### src/rtl/chimp_seq_ctrl.sv
// chimp_seq_ctrl -- sequence controller for the "chimp test" memory game.
// Walks a game through start, board load, number picking, level-up,
// strikes and game over; the board datapath only sees load/show/reset
// strobes and the number it should accept next.
module chimp_seq_ctrl #(
   parameter int MAX_NUMS    = 31,
   parameter int START_LEVEL = 4,
   parameter int LIVES       = 3,
   localparam int NW = $clog2(MAX_NUMS+1),
   localparam int SW = $clog2(LIVES+1)
) (
   input  logic          clk,
   input  logic          iReset,
   input  logic          iSpace,
   input  logic          iDoneLoad,
   input  logic          iChoseCorrectNum,
   input  logic          iChoseWrongNum,
   output logic [NW-1:0] oNumToChoose,
   output logic [NW-1:0] oLevel,
   output logic [SW-1:0] oStrikes,
   output logic [NW-1:0] oBest,
   output logic          oLoadEnable,
   output logic          oShowEnable,
   output logic          oResetBoard,
   output logic          oGameOver,
   output logic          oWin,
   output logic [2:0]    oState
);

   typedef enum logic [2:0] {
      IDLE   = 3'd0,
      ARM    = 3'd1,
      LOAD   = 3'd2,
      CHOOSE = 3'd3,
      NEXT   = 3'd4,
      STRIKE = 3'd5,
      OVER   = 3'd6
   } state_t;

   localparam logic [NW-1:0] LVL_START = NW'(START_LEVEL);
   localparam logic [NW-1:0] LVL_MAX   = NW'(MAX_NUMS);
   localparam logic [SW-1:0] LIVES_W   = SW'(LIVES);

   state_t        state, state_n;
   logic [NW-1:0] level, level_n;
   logic [NW-1:0] num, num_n;
   logic [SW-1:0] strikes, strikes_n;
   logic [NW-1:0] best, best_n;
   logic          win, win_n;
   logic          load_en;
   logic          game_over;

   logic [SW-1:0] strikes_inc;
   logic [NW-1:0] best_max;

   assign strikes_inc = strikes + SW'(1);
   assign best_max    = (level > best) ? level : best;

   // State register plus all game counters; reset wins over everything.
   always_ff @(posedge clk) begin
      if (iReset) begin
         state     <= IDLE;
         level     <= LVL_START;
         num       <= '0;
         strikes   <= '0;
         best      <= '0;
         win       <= 1'b0;
         load_en   <= 1'b0;
         game_over <= 1'b0;
      end else begin
         state     <= state_n;
         level     <= level_n;
         num       <= num_n;
         strikes   <= strikes_n;
         best      <= best_n;
         win       <= win_n;
         // Flag outputs are registered copies of the upcoming state so they
         // change together with oState and come straight off flops.
         load_en   <= (state_n == LOAD);
         game_over <= (state_n == OVER);
      end
   end

   // Next-state and next-counter logic; everything holds unless changed.
   always_comb begin
      state_n   = state;
      level_n   = level;
      num_n     = num;
      strikes_n = strikes;
      best_n    = best;
      win_n     = win;
      unique case (state)
         IDLE: begin
            level_n   = LVL_START;
            strikes_n = '0;
            num_n     = '0;
            win_n     = 1'b0;
            if (iSpace) state_n = ARM;
         end
         ARM: begin
            // Hold here until the start key is released so one press
            // does not also count as a restart later.
            if (!iSpace) state_n = LOAD;
         end
         LOAD: begin
            if (iDoneLoad) begin
               num_n   = NW'(1);
               state_n = CHOOSE;
            end
         end
         CHOOSE: begin
            // A wrong click beats a simultaneous correct one; num is left
            // alone so the strike path does not disturb it.
            if (iChoseWrongNum) begin
               state_n = STRIKE;
            end else if (iChoseCorrectNum) begin
               if (num < level) num_n   = num + NW'(1);
               else             state_n = NEXT;
            end
         end
         NEXT: begin
            best_n = best_max;
            if (level == LVL_MAX) begin
               win_n   = 1'b1;
               state_n = OVER;
            end else begin
               level_n = level + NW'(1);
               state_n = LOAD;
            end
         end
         STRIKE: begin
            strikes_n = strikes_inc;
            if (strikes_inc == LIVES_W) begin
               win_n   = 1'b0;
               state_n = OVER;
            end else begin
               state_n = LOAD;
            end
         end
         OVER: begin
            // Best score survives a new game; only reset clears it.
            if (iSpace) begin
               level_n   = LVL_START;
               strikes_n = '0;
               win_n     = 1'b0;
               state_n   = ARM;
            end
         end
         default: state_n = IDLE;
      endcase
   end

   // Output decode: only the three strobes below are combinational.
   assign oNumToChoose = (state == CHOOSE) ? num : '0;
   assign oShowEnable  = (state == LOAD) || ((state == CHOOSE) && (num == NW'(1)));
   assign oResetBoard  = iReset || (state == IDLE) || (state == ARM) ||
                         (state == STRIKE) || (state == NEXT);

   assign oLevel      = level;
   assign oStrikes    = strikes;
   assign oBest       = best;
   assign oLoadEnable = load_en;
   assign oGameOver   = game_over;
   assign oWin        = win;
   assign oState      = state;

endmodule

### config.mk
export PLATFORM = sky130hd
export DESIGN_NAME = chimp_seq_ctrl
export DESIGN_NICKNAME = d
export VERILOG_FILES = /design/src/rtl/chimp_seq_ctrl.sv
export SDC_FILE = /design/constraint.sdc
export NUM_CORES = 1
export LEC_CHECK = 0
export CAP_MARGIN = 20
export CORE_ASPECT_RATIO = 0.7
export CORE_MARGIN = 5
export CORE_UTILIZATION = 55
export CTS_BUF_LIST = sky130_fd_sc_hd__clkbuf_8 sky130_fd_sc_hd__clkbuf_16
export DETAILED_ROUTE_END_ITERATION = 8
export PLACE_DENSITY = 0.85
export SLEW_MARGIN = 30
export SYNTH_ARGS = -nofsm -noshare
export SYNTH_HDL_FRONTEND = slang
export SYNTH_SLANG_ARGS = --single-unit
### constraint.sdc
create_clock -name clk -period 4.94 [get_ports clk]
set_input_delay 1.235 -clock clk [delete_from_list [all_inputs] [get_ports clk]]
set_output_delay 1.235 -clock clk [all_outputs]
set_load 0.005 [all_outputs]
==> metrics <==
number of antenna violations at the first check in global routing=0; dominant combinational cell family by area after synthesis=simple AND/OR/NAND/NOR gates; worst reg2reg path depth=7; post-synthesis mux area share=4.72%; peak supply drop=0.000148 V; die area=3970 um^2; Antenna Cells=0; first-pass GRT wire length=6.19 mm; commonest cells after routing, fill and taps aside=30 x clkdlybuf4s50_1, 23 x nor2_1, 23 x dfxtp_1, 17 x inv_1, 14 x ha_1; Clk Tree Root Cell=clkbuf_8; RSZ-0062 raised after global routing=no; Post-Synthesis Cells=188; Max-cap violations=0; Initial DRC Count=117; synthesized-area fraction occupied by ao, oa, aoi and oai cells=21.9%; aggregate global-route resource usage=20.3%; # hold bufs at CTS=0; post-synthesis share of cell area spent on and, or, nand and nor gates=23.9%; routed length per placed instance=15.2 um; Avg Inst Size Synth=8.17 um^2; top cell type's share of synthesized area=30.0%; Power Density=199 nW/um^2; remaining routing DRC violations=0; post-synthesis cell type count=51; number of setup violations in the final report=0; Remaining Overflow, GRT=0; net count of the mapped netlist=208; clock transition at the registers of the reported paths=0.08 ns; P_leak=0.768 nW; max-slew violation total from the final report=0; max_slew headroom=56.0%; clock tree from TritonCTS=yes; reg-to-reg slack, setup=2.53 ns; setup repair bufs after CTS=0; number of vias after detailed routing=1431; Resized cells post-CTS=0; startpoint of the worst register-to-register path=oLevel[2]; maximum clock frequency=0.260 GHz; count of non-filler cells in the finished layout=250; EDFF count, synth=0; area of the core=2740 um^2; R2R Path End=oLoadEnable; Clock Latency Late Sink=0.27 ns; Synth Register Bits=23; number of synthesis warnings=0; CP Data Arrival Time=2.60 ns; sum of net half-perimeters after detailed placement=2.91 mm; Cell Rows=16; fill cell instance count of the final layout=214; cell type contributing the most total cell area after synthesis=dfxtp_1; WL final=3.80 mm; worst-case clock buffer depth=2; Seq. cell area=460 um^2; post-layout util=68.8%; class of the tightest hold or removal check=reg -> reg; critical path capture point=oResetBoard; Final Hold Fails=0; number of nets with antenna violations after detailed routing=0; Die Y=54.2 um; clock skew after layout=0.00206 ns; Post-Synth Adder-Cell Area=11.4%; number of input and output port buffers inserted=30; proportion of layout cells with a drive suffix above 1=6.54%; net total in the final layout=235; hold slack final=0.536 ns; min cycle time layout=3.84 ns; ys flop type=dfxtp_1; Critical Path End Type=output port; area of combinational cells with multiple inputs=968 um^2; xor/xnor cell area share of the yosys netlist=1.14%; CTS H-tree lvls=1; Worst setup SP type=input port; Area Growth Syn to Fin=22.8%; critical path launch point=iReset; summed instance area of the synthesized netlist=1540 um^2; TritonRoute pass-1 iters=4; slew at the pin closest to its max-slew limit=0.658 ns; accumulated negative setup slack=0 ns; number of buffers created by CTS=3; share of synthesized flip-flops with an asynchronous set or reset=0%; total clock sinks=23; Vias/cell=5.72; most common library cell in the layout ignoring fill and taps=clkdlybuf4s50_1; ports placed on the boundary=31; worst setup path category=in -> out; post-layout power=0.376 mW; die outline width=73.2 um; sequential fraction of the synthesis area=30.0%; via count of the first global-routing pass=1307; weighted congestion at the end of routability-driven global placement=0.825; post-route fraction of the period consumed by the critical path=77.7%; top area cells in the synthesized netlist=dfxtp_1 30%, ha_1 11%, nor2_1 5.6%; starting utilization of the core area=56.0%; highest fanout seen on the critical path=20; outcome=finished clean; required arrival time at the worst endpoint=3.70 ns; pin count of the biggest net entering global routing=23; placed instance count=246
[state kept, by name (all words and copies together), names as in the netlist]
name / count
oLoadEnable: 1
oLevel: 5
oWin: 1
oBest: 5
oStrikes: 2
num: 5
oState: 3
oGameOver: 1
[cells in the mapped netlist, types with 4 or more instances]
| master | n |
|---|---|
| a21oi_1 | 13 |
| and2_1 | 6 |
| clkbuf_1 | 5 |
| dfxtp_1 | 23 |
| ha_1 | 14 |
| inv_1 | 16 |
| mux2i_1 | 5 |
| nand2_1 | 7 |
| nand2b_1 | 6 |
| nor2_1 | 23 |
| o21ai_0 | 7 |
| or3_1 | 4 |
[per-stage QoR]
stage               area (um^2)  worst slack, ns
CTS                        1890             1.10
finish                     1890             1.10
global route               1890             1.05
floorplan                  1540             2.33
detailed placement         1840             1.10
global placement           1840             1.13
[critical path, cell delays in order]
cell             delay, ns
clkdlybuf4s50_1       0.45
buf_4                 0.23
nand2b_1              0.16
clkdlybuf4s50_1       0.52
[how the worst min path moves through the flow]
stage              from  cells after the start  slack (ns)        to
2_1_floorplan    num[4]                      2        0.48    num[4]
3_3_place_gp   oBest[4]                      2        0.51  oBest[4]
3_5_place_dp   oBest[2]                      2        0.52  oBest[2]
4_1_cts        oBest[0]                      2        0.54  oBest[0]
5_1_grt        oBest[0]                      2        0.56  oBest[0]
6_report       oBest[4]                      2        0.54  oBest[4]
[cell type report]
type,count,area share [%]
Multi-Input combinational cell,140,51.3
Sequential cell,23,24.4
Timing Repair Buffer,31,16.3
Inverter,16,3.18
Tap cell,36,2.39
Clock buffer,3,2.19
Clock inverter,1,0.199
[logic make-up (layout without fill, tap and decap cells)]
kind of cell / after synthesis / in the layout
XOR/XNOR: 2 / 2
multiplexers: 7 / 7
adder cells (fa/ha/maj): 14 / 14
buffers and inverters: 25 / 51
AO/OA/AOI/OAI: 49 / 49
flip-flops: 23 / 23
AND/OR/NAND/NOR: 68 / 68
[power by group]
part	total [mW]	switching [mW]	internal, mW
Sequential	0.201	0.0121	0.189
Combinational	0.0580	0.0291	0.0289
Clock	0.117	0.0617	0.0557
Total	0.376	0.103	0.273
[routing by layer]
metal	GRT usage (%)	share of wire, %	wire, um	vias up
met3	5.14	5.9	225	6
met4	5.21	0.71	27	0
met2	33.5	48	1820	47
li1	-	-	-	720
met1	26.7	45	1730	658
met5	0	0	0	-
(Power assumes the default switching activity.)
